File: src/rtl/div_sched_pkg.sv
// Shared types and constants for the div_sched round-robin divider scheduler.
package div_sched_pkg;

  typedef enum logic [1:0] {
    ST_IDLE = 2'd0,
    ST_WAIT = 2'd1,
    ST_RESP = 2'd2
  } state_e;

  localparam int DATA_W_DEF = 16;

  localparam logic [DATA_W_DEF-1:0] QUO_POS_SAT = 16'h7FFF;
  localparam logic [DATA_W_DEF-1:0] QUO_NEG_SAT = 16'h8000;

  // Index width for a counter/pointer covering n values; never narrower than one bit.
  function automatic int idx_w(input int n);
    return (n > 1) ? $clog2(n) : 1;
  endfunction

  localparam int PTR_W_DEF = idx_w(4);
  localparam int CNT_W_DEF = idx_w(2);

endpackage

File: src/rtl/div_sched_divider.sv
// Combinational signed divider: restoring division on magnitudes, then sign fix-up
// (quotient truncates toward zero, remainder takes the dividend's sign).
module div_sched_divider #(
  parameter int input_width = 16
) (
  input  logic [input_width-1:0] dividend,
  input  logic [input_width-1:0] divisor,
  output logic [input_width-1:0] quotient,
  output logic [input_width-1:0] remainder
);

  localparam int W = input_width;

  logic [W-1:0] a_mag_s;
  logic [W-1:0] b_mag_s;
  logic [W-1:0] q_mag_s;
  logic [W:0]   r_acc_s;

  always_comb begin
    a_mag_s = dividend[W-1] ? (~dividend + 1'b1) : dividend;
    b_mag_s = divisor[W-1]  ? (~divisor + 1'b1)  : divisor;
    q_mag_s = '0;
    r_acc_s = '0;
    for (int i = W - 1; i >= 0; i--) begin
      r_acc_s = {r_acc_s[W-1:0], a_mag_s[i]};
      if (r_acc_s >= {1'b0, b_mag_s}) begin
        r_acc_s    = r_acc_s - {1'b0, b_mag_s};
        q_mag_s[i] = 1'b1;
      end else begin
        q_mag_s[i] = 1'b0;
      end
    end
    quotient  = (dividend[W-1] ^ divisor[W-1]) ? (~q_mag_s + 1'b1) : q_mag_s;
    remainder = dividend[W-1] ? (~r_acc_s[W-1:0] + 1'b1) : r_acc_s[W-1:0];
  end

endmodule

File: src/rtl/div_sched.sv
// Round-robin scheduler sharing one multicycle combinational divider among NUM_REQ requesters.
// Optional divide-by-zero short-cut with saturated quotient: define DIV_SCHED_DIVZERO_EN.
module div_sched
  import div_sched_pkg::*;
#(
  parameter int NUM_REQ       = 4,
  parameter int DATA_W        = DATA_W_DEF,
  parameter int SETTLE_CYCLES = 2
) (
  input  logic                      clk,
  input  logic                      rst,
  input  logic [NUM_REQ-1:0]        req_valid,
  output logic [NUM_REQ-1:0]        req_ready,
  input  logic [NUM_REQ*DATA_W-1:0] req_q,
  input  logic [NUM_REQ*DATA_W-1:0] req_m,
  output logic [NUM_REQ-1:0]        rsp_valid,
  input  logic [NUM_REQ-1:0]        rsp_ready,
  output logic [DATA_W-1:0]         rsp_quo,
  output logic [DATA_W-1:0]         rsp_rem,
  output logic                      rsp_err,
  output logic                      busy
);

  localparam int PTR_W = idx_w(NUM_REQ);
  localparam int CNT_W = idx_w(SETTLE_CYCLES);

  state_e             state_q, state_d;
  logic [PTR_W-1:0]   ptr_q, ptr_d;
  logic [PTR_W-1:0]   owner_q, owner_d;
  logic [CNT_W-1:0]   cnt_q, cnt_d;
  logic [DATA_W-1:0]  op_q_q, op_q_d;
  logic [DATA_W-1:0]  op_m_q, op_m_d;
  logic [DATA_W-1:0]  quo_q, quo_d;
  logic [DATA_W-1:0]  rem_q, rem_d;
  logic [DATA_W-1:0]  div_quo_s, div_rem_s;
  logic [DATA_W-1:0]  gnt_q_s, gnt_m_s;
  logic [PTR_W-1:0]   gnt_s, idx_s;
  logic [PTR_W:0]     sum_s;
  logic               gnt_vld_s, hit_s;
`ifdef DIV_SCHED_DIVZERO_EN
  logic               err_q, err_d;
`endif

  div_sched_divider #(.input_width(DATA_W)) u_divider (
    .dividend  (op_q_q),
    .divisor   (op_m_q),
    .quotient  (div_quo_s),
    .remainder (div_rem_s)
  );

  // First valid requester at or after ptr, wrapping around.
  always_comb begin
    gnt_vld_s = 1'b0;
    gnt_s     = '0;
    sum_s     = '0;
    idx_s     = '0;
    hit_s     = 1'b0;
    for (int k = 0; k < NUM_REQ; k++) begin
      sum_s     = {1'b0, ptr_q} + (PTR_W+1)'(k);
      sum_s     = (sum_s >= (PTR_W+1)'(NUM_REQ)) ? (sum_s - (PTR_W+1)'(NUM_REQ)) : sum_s;
      idx_s     = sum_s[PTR_W-1:0];
      hit_s     = !gnt_vld_s && req_valid[idx_s];
      gnt_s     = hit_s ? idx_s : gnt_s;
      gnt_vld_s = gnt_vld_s | hit_s;
    end
  end

  assign gnt_q_s = req_q[int'(gnt_s)*DATA_W +: DATA_W];
  assign gnt_m_s = req_m[int'(gnt_s)*DATA_W +: DATA_W];

  always_comb begin
    state_d   = state_q;
    ptr_d     = ptr_q;
    owner_d   = owner_q;
    cnt_d     = cnt_q;
    op_q_d    = op_q_q;
    op_m_d    = op_m_q;
    quo_d     = quo_q;
    rem_d     = rem_q;
`ifdef DIV_SCHED_DIVZERO_EN
    err_d     = err_q;
`endif
    req_ready = '0;
    case (state_q)
      ST_IDLE: begin
        if (gnt_vld_s) begin
          req_ready[gnt_s] = 1'b1;
          op_q_d  = gnt_q_s;
          op_m_d  = gnt_m_s;
          owner_d = gnt_s;
          ptr_d   = (gnt_s == PTR_W'(NUM_REQ - 1)) ? '0 : gnt_s + 1'b1;
          cnt_d   = '0;
          state_d = ST_WAIT;
`ifdef DIV_SCHED_DIVZERO_EN
          if (gnt_m_s == '0) begin
            quo_d   = gnt_q_s[DATA_W-1] ? {1'b1, {(DATA_W-1){1'b0}}} : {1'b0, {(DATA_W-1){1'b1}}};
            rem_d   = gnt_q_s;
            err_d   = 1'b1;
            state_d = ST_RESP;
          end else begin
            err_d   = 1'b0;
          end
`endif
        end else begin
          state_d = ST_IDLE;
        end
      end
      ST_WAIT: begin
        cnt_d = cnt_q + 1'b1;
        // Divider inputs have been stable for the full settle window at this edge.
        if (cnt_q == CNT_W'(SETTLE_CYCLES - 1)) begin
          quo_d   = div_quo_s;
          rem_d   = div_rem_s;
`ifdef DIV_SCHED_DIVZERO_EN
          err_d   = 1'b0;
`endif
          state_d = ST_RESP;
        end else begin
          state_d = ST_WAIT;
        end
      end
      ST_RESP: begin
        if (rsp_ready[owner_q]) begin
          state_d = ST_IDLE;
        end else begin
          state_d = ST_RESP;
        end
      end
      default: begin
        state_d = ST_IDLE;
      end
    endcase
  end

  always_ff @(posedge clk) begin
    if (rst) begin
      state_q <= ST_IDLE;
      ptr_q   <= '0;
      owner_q <= '0;
      cnt_q   <= '0;
      op_q_q  <= '0;
      op_m_q  <= '0;
      quo_q   <= '0;
      rem_q   <= '0;
`ifdef DIV_SCHED_DIVZERO_EN
      err_q   <= 1'b0;
`endif
    end else begin
      state_q <= state_d;
      ptr_q   <= ptr_d;
      owner_q <= owner_d;
      cnt_q   <= cnt_d;
      op_q_q  <= op_q_d;
      op_m_q  <= op_m_d;
      quo_q   <= quo_d;
      rem_q   <= rem_d;
`ifdef DIV_SCHED_DIVZERO_EN
      err_q   <= err_d;
`endif
    end
  end

  always_comb begin
    rsp_valid = '0;
    if (state_q == ST_RESP) begin
      rsp_valid[owner_q] = 1'b1;
    end else begin
      rsp_valid = '0;
    end
  end

  assign rsp_quo = quo_q;
  assign rsp_rem = rem_q;
  assign busy    = (state_q != ST_IDLE);
`ifdef DIV_SCHED_DIVZERO_EN
  assign rsp_err = err_q;
`else
  assign rsp_err = 1'b0;
`endif

endmodule

File: config.mk
export PLATFORM = sky130hd
export DESIGN_NAME = div_sched
export DESIGN_NICKNAME = d
export VERILOG_FILES = /design/src/rtl/div_sched_pkg.sv /design/src/rtl/div_sched_divider.sv /design/src/rtl/div_sched.sv
export SDC_FILE = /design/constraint.sdc
export NUM_CORES = 1
export LEC_CHECK = 0
export CAP_MARGIN = 10
export CORE_AREA = 5 5 216 239
export CTS_BUF_LIST = sky130_fd_sc_hd__clkbuf_8
export CTS_CLUSTER_DIAMETER = 40
export DETAILED_ROUTE_END_ITERATION = 16
export DIE_AREA = 0 0 221 244
export GPL_TIMING_DRIVEN = 0
export HOLD_SLACK_MARGIN = 0.03
export SYNTH_ARGS = -nofsm -noshare
export SYNTH_HDL_FRONTEND = slang
export SYNTH_SLANG_ARGS = --single-unit
File: constraint.sdc
create_clock -name clk -period 72.8 [get_ports clk]
set_input_delay 10.92 -clock clk [delete_from_list [all_inputs] [get_ports clk]]
set_output_delay 10.92 -clock clk [all_outputs]
set_load 0.005 [all_outputs]
-- Yosys cells after proc, flatten, opt, wreduce, memory -nomap -nowiden
Index checks and enable logic that the tools add are counted.
- register bits after elaboration: 71
- output and inout port bits: 42
- equal/unequal tests: 4
- $lt $le $gt $ge: 28
- add/subtract/negate cells: 29
- reductions and logical operators: 14
- bitwise gates (word level): 8
- shifts and indexed selects: 2
- mux-type cells: 68
- operators by type and width (cell ; number):
    16-bit two-way mux ; 20
    17-bit by 16-bit >= comparator with 1-bit output ; 15
    16-bit subtractor ; 15
    64-bit by 7-bit indexed part select with 16-bit output ; 2
    16-bit by 1-bit adder with 16-bit output (second input constant) ; 4
    16-bit inverter ; 4
    1-bit two-way mux ; 25
    2-bit two-way mux ; 11
    2-bit by 3-bit < comparator with 1-bit output (second input constant) ; 6
    1-bit by 16-bit >= comparator with 1-bit output ; 1
    1-bit by 16-bit subtractor with 16-bit output ; 1
    4-bit two-way mux ; 3
    1-bit binary-select mux with 2-bit select ; 5
    3-bit >= comparator (second input constant) ; 3
    2-bit by 1-bit subtractor with 2-bit output (second input constant) ; 4
    2-bit by 2-bit adder with 3-bit output (second input constant) ; 2
    2-bit one-hot mux with 3 select lines ; 1
    2-bit AND reduction ; 3
    1-bit logical AND ; 5
    1-bit demux with 2-bit select ; 2
    2-bit == test (second input constant) ; 2
    2-bit by 1-bit >= comparator with 1-bit output (second input constant) ; 2
    2-bit nonzero test ; 2
    2-bit by 1-bit adder with 3-bit output (second input constant) ; 1
    10 further kinds ; 14

-- Longest topological paths before layout
Gate-level depths: netlist of run 1.
- depth after elaboration: 38
- depth in mapped cells: 281
- mapped depth without buffers: 266

-- Cells and area by module
Synthesis of run 1 repeated with hierarchy kept, for this count alone.
- cells, all modules: 2900
- area, all modules: 21021.4 µm²
- by module, submodules not included (module ; sequential area each (µm²) ; area an instance (µm²) ; cells each ; times used):
    div_sched_divider ; 0.0 ; 17070.1 ; 2442 ; 1
    div_sched ; 1421.4 ; 3951.3 ; 458 ; 1

-- Worst setup path before layout of run 1
No wires, ideal clock.
- path type: reg-to-reg
- start point: reg op_m_q[0]
- end point: reg rem_q[10] (netlist: rsp_rem[10])
- arrival: 53011 ps
- path slack: 19660 ps
- cell stages (with the launch flop): 274
- library setup time: 129 ps
- path through: dfxtp_1 > clkbuf_1 > inv_1 > ha_1 > mux2i_1 > inv_1 > o21ai_0 > or4_4 > buf_6 > inv_1 > ha_1 > a211o_1 > a2111oi_0 > a21oi_1 > a31o_2 > nand2_1 > and3_1 > clkbuf_1 > (+238 left out) > a21boi_0 > o21ai_0 > nand2b_1 > and2_1 > or3_1 > a21o_1 > a221o_1 > o21a_2 > buf_2 > buf_1 > o21ai_0 > ha_1 > inv_1 > o41ai_1 > buf_2 > nand2_1 > o211ai_1 > o211ai_1
- cells in the longest elaborated chain, start to end: 38
- elaborated cells between the ends (all ways): 54
- ends and longest elaborated chain (element ; RTL line ; RTL):
    start: declaration ; div_sched.sv:32 ; logic [DATA_W-1:0] op_m_q, op_m_d;
    start signal: assignment ; div_sched.sv:154 ; op_m_q <= op_m_d;
    16-bit inverter ; div_sched_divider.sv:21 ; b_mag_s = divisor[W-1] ? (~divisor + 1'b1) : divisor;
    16-bit by 1-bit adder with 16-bit output ; div_sched_divider.sv:21 ;
    16-bit two-way mux * ; div_sched_divider.sv:21 ;
    1-bit by 16-bit subtractor with 16-bit output or 1-bit by 16-bit >= comparator with 1-bit output (tied branches) ; div_sched_divider.sv:27, div_sched_divider.sv:26 ;
    16-bit two-way mux ; div_sched_divider.sv:26 ; if (r_acc_s >= {1'b0, b_mag_s}) begin
    16-bit subtractor or 17-bit by 16-bit >= comparator with 1-bit output (tied branches) ; div_sched_divider.sv:27, div_sched_divider.sv:26 ;
    16-bit two-way mux ; div_sched_divider.sv:26 ;
    16-bit subtractor or 17-bit by 16-bit >= comparator with 1-bit output (tied branches) ; div_sched_divider.sv:27, div_sched_divider.sv:26 ;
    (+22 left out) ; n/a ;
    16-bit two-way mux ; div_sched_divider.sv:26 ;
    16-bit subtractor or 17-bit by 16-bit >= comparator with 1-bit output (tied branches) ; div_sched_divider.sv:27, div_sched_divider.sv:26 ;
    16-bit two-way mux ; div_sched_divider.sv:26 ;
    17-bit by 16-bit >= comparator with 1-bit output or 16-bit subtractor (tied branches) ; div_sched_divider.sv:26, div_sched_divider.sv:27 ;
    16-bit two-way mux * ; div_sched_divider.sv:26 ;
    16-bit inverter ; div_sched_divider.sv:34 ; remainder = dividend[W-1] ? (~r_acc_s[W-1:0] + 1'b1) : r_acc_s[W-1:0];
    16-bit by 1-bit adder with 16-bit output ; div_sched_divider.sv:34 ;
    16-bit two-way mux * ; div_sched_divider.sv:34 ;
    end signal: assignment ; div_sched.sv:156 ; rem_q <= rem_d;
    end: declaration ; div_sched.sv:34 ; logic [DATA_W-1:0] rem_q, rem_d;
Every way passes the cells marked *; elsewhere a longest branch is shown, timed or not.
A chain may end at the register's enable or synchronous reset.

-- Worst setup path after layout of run 1
- start point: reg op_m_q[0]
- end point: reg rem_q[4] (netlist: rsp_rem[4])
The elaborated chain is that of the path after synthesis.

==> run summary, run 1 <==
The starting utilization of the core area came out at 39.57%. The per-cell routed wire length is 20.72 µm. The most prevalent standard cell on the critical path is sky130_fd_sc_hd__o21ai_0. The number of register bits inferred by synthesis is 71. Setup violations remaining at the end of the flow were counted as 0.

The startpoint of the most critical setup path is op_m_q[0]. The register-to-register path setup slack came out at 5550 ps. The synthesized design spends more area on one cell type than any other, namely sky130_fd_sc_hd__ha_1. The startpoint identified for the worst register-to-register timing path is op_m_q[0]. The footprint of the multi-input gates came out at 17050 µm². The cell type of the slowest stage on the worst timing path is sky130_fd_sc_hd__a211oi_1. The number of top-level pins came out at 180. The number of endpoints with negative hold slack in the final report is 0.

CTS placed an instance of sky130_fd_sc_hd__clkbuf_8 at the clock tree root. The warning count from the yosys run came out at 0. In this run the remaining antenna-violating nets after routing total 0. The clock net in this run drives a total of 71 sinks. The endpoint identified for the worst register-to-register timing path is rsp_rem[4]. The final number of max-transition violations is 0. The path length in cells of the critical path is 276. The number of buffers and inverters on the critical path is 32. The global placer's final weighted congestion is 1.008. The run finished with clean final reports. Once layout is complete, the utilization of the core stands at 46.26%. The origin of the worst min-delay path is rsp_quo[6]. The count of input and output buffers came out at 178.

Counting flops with a built-in enable in the synthesized netlist gives 0. The number of nets in the synthesized netlist came out at 3059. Counting distinct cell types in the post-synthesis netlist gives 104. Setup repair after global routing left no endpoint under its margin.

The kind of cell with the highest combined delay along the critical path is compound AO/OA/AOI/OAI gates. For this run, the leading register cell type out of synthesis is sky130_fd_sc_hd__dfxtp_1. The largest stage delay on the critical path came out at 890 ps. In the synthesized netlist, the cells that appear most often are sky130_fd_sc_hd__nand2_1 (321), sky130_fd_sc_hd__ha_1 (250), sky130_fd_sc_hd__nor2_1 (212).

Static timing analysis puts the maximum clock frequency at 14.87 MHz. The sequential cell area came out at 1421 µm². The netlist area before placement is 19280 µm².

The row count is 85. The half-perimeter wire length of the detailed placement result came out at 61390 µm. The worst clock skew is 19.81 ps.

Following the worst setup path forward leads to its endpoint at rsp_rem[4]. The number of antenna violations at the first check in global routing is 2. The worst setup path is launched from a flop. The critical path is of the flop to flop type. The remaining max-slew budget at the tightest pin is 26.84%.

The first TritonRoute pass finished after 6 iterations. The proportion of layout cells with a drive suffix above 1 is 9.046%. The violation count after the first detailed-routing iteration came out at 1324. From bottom edge to top edge, the die measures 244 µm.

The residual overflow from global routing is 0. The tightest min-delay check is of the flop to flop type. Relative to the synthesized area, the layout overhead comes to 16.90%. The max-cap check violation count is 0. The placeable core region is 48710 µm². The number of global-route vias before repair is 20660. The share of the Yosys chip area taken by registers is 7.374%. The quantity of hold-fixing buffers added after cts is 0. The accumulated negative setup slack is 0 ps.

By instance count, the leading cell after synthesis is sky130_fd_sc_hd__nand2_1. In the routed layout, each cell is associated on average with a via count of 5.901. CTS built an H-tree with a depth of 3. The number of cell instances on the worst register-to-register path is 276. The post-route DRC violation count is 0. The number of nets in the layout came out at 3261. The type of destination of the critical path is a flop. The first-pass GRT wire length came out at 113300 µm. The final cycle utilization of the critical path came out at 92.37%. The shortest clock period the worst path allows after layout came out at 67250 ps. The maximum net fanout on the critical path came out at 18. The routed design has 72830 µm of wire. The worst path arrival time came out at 67560 ps.

Across all layers, the routed design uses 20750 vias. The clock-pin slew on the worst setup and hold paths came out at 90 ps. The post-synthesis average cell area came out at 7.258 µm². The floorplan step defined a die boundary enclosing 53920 µm².

The clock passes through at most 2 buffers. The fraction of registers with async set or reset after synthesis is 0%. The required time reported for the critical path endpoint is 73110 ps.

The clock latency of the later-clocked register in the worst-skew pair came out at 400 ps. The die is 221 µm wide. For the pin with the worst max-slew slack, the measured transition is 1091 ps. The TritonCTS clock tree is done. The global routing usage summed across all routing layers is 25.76%. The largest net degree at the start of global routing is 19. The number of fill cells in the layout is 5020. Counting the buffers created by CTS gives 9. Synthesis produced 2656 cells. The share of the synthesized area in the top cell type is 16.23%. The worst hold path passes through 2 cells.

By area the synthesized netlist is led by sky130_fd_sc_hd__ha_1 (16%), sky130_fd_sc_hd__mux2_2 (7.4%), sky130_fd_sc_hd__dfxtp_1 (7.4%), sky130_fd_sc_hd__nand2_1 (6.3%), sky130_fd_sc_hd__a21oi_1 (4.9%).
per-layer routing:
layer  wire, µm  global-route usage (%)  vias to the layer above
met2      35790                   46.89                      656
li1           -                       -                    10200
met3       3993                   3.826                      127
met1      30160                   30.46                     9766
met5         13                       0                        -
met4       2872                   10.05                        2
flip-flops by register name, indices dropped and copies added, names as in the netlist:
signal,count
owner_q,2
rsp_quo,16
cnt_q,1
state_q,2
rsp_rem,16
op_m_q,16
op_q_q,16
ptr_q,2
cell type report:
class / instances / share of cell area, %
clock buffers: 9 / 0.5497
plain buffers: 94 / 1.827
multi-input cells: 2338 / 75.65
repair buffers: 191 / 8.857
inverters: 153 / 2.549
well taps: 652 / 3.620
diodes: 1 / 0.01111
flip-flops and latches: 71 / 6.308
clock inverters: 7 / 0.6330
cells in the final DEF (no fill, tap or decap), types with 72 or more instances in the layout:
cell / n
sky130_fd_sc_hd__xor2_1: 72
sky130_fd_sc_hd__nor2_1: 211
sky130_fd_sc_hd__a21o_1: 72
sky130_fd_sc_hd__nand2_1: 321
sky130_fd_sc_hd__o21ai_0: 153
sky130_fd_sc_hd__ha_1: 250
sky130_fd_sc_hd__inv_1: 148
sky130_fd_sc_hd__xnor2_1: 100
sky130_fd_sc_hd__a21oi_1: 189
sky130_fd_sc_hd__clkdlybuf4s50_1: 178
sky130_fd_sc_hd__mux2_2: 127
kinds of logic after synthesis:
kind of cell / count (synthesis) / synth area share [%]
AND/OR/NAND/NOR: 924 / 23.28
AO/OA/AOI/OAI: 779 / 27.47
adder cells (fa/ha/maj): 265 / 17.79
buffers and inverters: 247 / 5.115
multiplexers: 185 / 10.60
XOR/XNOR: 184 / 8.360
flip-flops: 71 / 7.374
other: 1 / 0.01945
worst min path at each step:
stage / end / slack [ps]
finish: rsp_quo[6] / 460
global route: rsp_quo[5] / 470
detailed placement: rsp_quo[12] / 450
global placement: rsp_quo[3] / 440
CTS: rsp_quo[5] / 460
floorplan: rsp_quo[12] / 450
worst register-to-register path, delay by kind of cell, from the launching register on:
kind	cells	cell delay (ps)
AOI/OAI and AO/OA	163	39040
and+or+nand+nor	49	9540
buffers and inverters	32	7260
muxes	14	5330
adders and majority gates	17	4860
DFF	1	610
xor gates and xnor gates	1	530
through the flow:
step	std cells	setup slack, ps	area [µm²]	hold slack [ps]
finish	3516	5554	22530	457.8
global route	3516	111.6	22530	472.8
CTS	3512	5476	22470	461.6
detailed placement	3496	5892	22210	447.6
global placement	3486	4701	21870	440.7
floorplan	2656	19660	19280	448.2
what timing repair did:
action / CTS / global route
hold endpoints to repair: 0 / 0
setup buffers: 0 / 2
gates resized for setup: 0 / 2
setup endpoints to repair: 0 / 9
Power of run 1 is left out: the tool's default activity adds up to more than one toggle a clock period on the data nets, which glitch-free logic cannot reach.
==> run 2, diff against run 1 <==
CORE_AREA = 5 5 225 249   (was 5 5 216 239)
DIE_AREA = 0 0 230 254   (was 0 0 221 244)
SYNTH_HIERARCHICAL = 1   (was default)
==> run 2 against run 1 <==
First-iteration DRC count grew 22%. Global-route usage grew 1.9 points. Final cell count increased by 7.8%. Synthesized area increased by 9.1%. Final area grew 8.2%. Non-clock buffer count grew 11. Setup slack improved by 13 ps. Via count rose by 11%.
==> run summary, run 2 <==
The flow ran to the end, and the final reports show no timing, DRC or antenna violations. The number of vias per cell after detailed routing came out at 6.084. The synthesized netlist occupies a cell area of 21020 µm². Among the stages of the critical path, the cell type that occurs most often is sky130_fd_sc_hd__o21ai_0.

The slowest stage of the critical path is the sky130_fd_sc_hd__a2111oi_4 cell. The worst path uses 92.35% of the clock period. The number of antenna violations at the first check in global routing came out at 0.

The transition time of the tightest slew-check pin is 1116 ps. The number of nets with antenna violations after routing came out at 0. The number of synthesized flops with an enable pin is 0.

During placement, the flow inserted port buffers numbering 178. Yosys attributes the largest share of cell area to sky130_fd_sc_hd__ha_1 (15%), sky130_fd_sc_hd__dfxtp_1 (6.8%), sky130_fd_sc_hd__nand2_1 (6.2%), sky130_fd_sc_hd__a21oi_1 (4.8%), sky130_fd_sc_hd__xnor2_1 (4.5%). The number of endpoints with negative hold slack in the final report is 0. Detailed placement ended at an HPWL of 70150 µm.

TritonCTS built the clock tree. The family of cells with the greatest summed delay on the critical path is compound AO/OA/AOI/OAI gates. The row count is 89.

CTS saw 71 sinks. The number of register bits inferred by synthesis came out at 71. The clock latency of the later-clocked register in the worst-skew pair is 460 ps. The violation count after the first detailed-routing iteration is 1617. The portion of the post-synthesis area used by sequential elements is 6.762%. The largest single stage delay on the critical path is 780 ps.

Along the worst path, the maximum fanout reaches 10. The min-delay analysis places its worst path in the category flop to flop. The biggest area contributor in the post-synthesis netlist is sky130_fd_sc_hd__ha_1. 0 antenna diodes ended up in the layout. The worst path arrival time is 67600 ps. The global routing usage summed across all routing layers came out at 27.71%.

The number of distinct library cells after synthesis is 119. The quantity of hold-fixing buffers added after cts came out at 0. The placeable core region came out at 53230 µm². The largest net degree at the start of global routing is 21.

The worst clock skew is 30.22 ps. The CTS buffer count came out at 9. The first-pass GRT wire length came out at 128900 µm. For this block, the via count after detailed routing is 23060. The proportion of layout cells with a drive suffix above 1 came out at 9.878%. The number of nets in the synthesized netlist is 3300. The worst setup path is launched from a flop. Of the post-synthesis cell area, the dominant cell type holds 14.70%.

The number of global-route vias before repair came out at 22920. The max-cap check violation count is 0. Summed over all failing endpoints, the final setup total negative slack is 0 ps.

The number of nets in the layout came out at 3503. The die is 230 µm wide. The routed wire length came out at 84370 µm. The post-synthesis average cell area came out at 7.249 µm². The fraction of registers with async set or reset after synthesis came out at 0%. The shortest clock period the worst path allows after layout is 67230 ps. The area of the die is 58420 µm². Gates resized during post-CTS repair numbered 0. The post-route DRC violation count came out at 0. The number of top-level pins is 180. Summed over all layers, the global routing overflow is 0.

The die is 254 µm tall. The required time reported for the critical path endpoint came out at 73160 ps. After detailed routing, the average wire length per cell comes to 22.26 µm. The starting utilization of the core area is 39.49%.

The number of buffers and inverters on the critical path is 28. The tree is rooted in a sky130_fd_sc_hd__clkbuf_8. The remaining max-slew budget at the tightest pin is 25.59%. The count of H-tree levels built during CTS is 3. The top achievable clock speed came out at 14.87 MHz. By startpoint and endpoint, the worst setup path is classified as flop to flop.

The iteration count of the initial detailed-routing pass came out at 6. The clock passes through at most 2 buffers. The global placer's final weighted congestion came out at 0.9900. During synthesis, Yosys emitted a total of 6 warnings.

The library cells used most frequently in the layout, excluding fill and tap cells, are sky130_fd_sc_hd__nand2_1 (345), sky130_fd_sc_hd__ha_1 (247), sky130_fd_sc_hd__a21oi_1 (200), sky130_fd_sc_hd__nor2_1 (193), sky130_fd_sc_hd__clkdlybuf4s50_1 (178). The worst setup path is captured at a flop. By count the netlist is led by sky130_fd_sc_hd__nand2_1 (345), sky130_fd_sc_hd__ha_1 (247), sky130_fd_sc_hd__a21oi_1 (200). Leaving out fill and tap cells, the most frequent cell in the layout is sky130_fd_sc_hd__nand2_1.

The area overhead of the layout relative to synthesis is 15.96%. For this run, the leading register cell type out of synthesis is sky130_fd_sc_hd__dfxtp_1. The number of setup buffers added after CTS is 0. The most common cell in the synthesized netlist is sky130_fd_sc_hd__nand2_1.

The clock-pin slew on the worst setup and hold paths came out at 90 ps. The synthesized instance count came out at 2900. Fill cells in the final layout number 5423. The final number of max-transition violations is 0. Setup repair after global routing left no endpoint under its margin.

Setup violations remaining at the end of the flow were counted as 0.
## run 2: cell types whose count changed in the layout (fill, tap and decap cells not counted), sizes merged, moves of 19 or more
cell / before / now
nand2: 322 / 351
a311oi: 34 / 7
o31ai: 21 / 62
a211oi: 42 / 92
mux2: 131 / 85
nor3: 40 / 81
and3: 60 / 87
buf: 43 / 62
o21ai: 158 / 181
nand3: 43 / 64
nor2: 213 / 194
## run 2: per-stage QoR
stage                     cells  hold slack [ps]  setup WS [ps]  cell area, µm²  utilization [%]
after CTS                  3789            457.5           6740           24350            45.75
after global routing       3790            484.0          883.9           24380            45.80
after floorplan            2900            419.6          21770           21020                -
final                      3790            454.6           5566           24380            45.80
after global placement     3760            434.1           6519           23660            44.44
after detailed placement   3773            439.9           7104           24140            45.36
## run 2: routing by layer
layer | GRT usage [%] | part of all wire (%)
met1 | 32.80 | 41
met2 | 49.62 | 48
met3 | 3.721 | 6.0
met4 | 13.22 | 5.4
met5 | 0 | 0
## run 2: tightest hold or removal path, delay by kind of cell, from the launching register on
family           cells  cell delay (ps)
flip-flops           1              320
AND/OR/NAND/NOR      1               50
AO/OA/AOI/OAI        1               50
## run 2: area by class of cell
cell class                      count  area, µm²  area share, %
Buffer                            104      566.8          2.325
Clock buffer                       10      137.6         0.5646
Clock inverter                      6      67.56         0.2772
Inverter                          165      619.3          2.541
Multi-Input combinational cell   2560      18610          76.33
Sequential cell                    71       1421          5.831
Tap cell                          682      853.3          3.500
Timing Repair Buffer              192       2105          8.633
## run 2: final timing paths
| path | to | cells past startpoint | slack (ps) | start |
|---|---|---|---|---|
| setup / recovery | rsp_quo[14] | 258 | 5570 | op_q_q[7] |
| hold / removal | rsp_quo[10] | 2 | 450 | rsp_quo[10] |
| setup reg to reg | rsp_quo[14] | 258 | 5570 | op_q_q[7] |
| hold reg to reg | rsp_quo[10] | 2 | 450 | rsp_quo[10] |
## run 2: cells by family (layout without fill, tap and decap cells)
kind of cell	after synthesis	after routing	synth area share (%)
flip-flops	71	71	6.761
adder cells (fa/ha/maj)	262	262	16.13
other	1	1	0.01784
XOR/XNOR	191	191	7.994
buffers and inverters	269	477	5.642
AO/OA/AOI/OAI	890	890	30.52
multiplexers	144	144	7.452
AND/OR/NAND/NOR	1072	1072	25.48
Power of run 2 is left out for the same reason.
==> run 3, diff against run 2 <==
SKIP_CTS_REPAIR_TIMING = 1   (was default)
==> results of run 3 <==
No change in the layout: final DEF, timing and power equal those of run 2.
Power of run 3 is left out for the same reason.
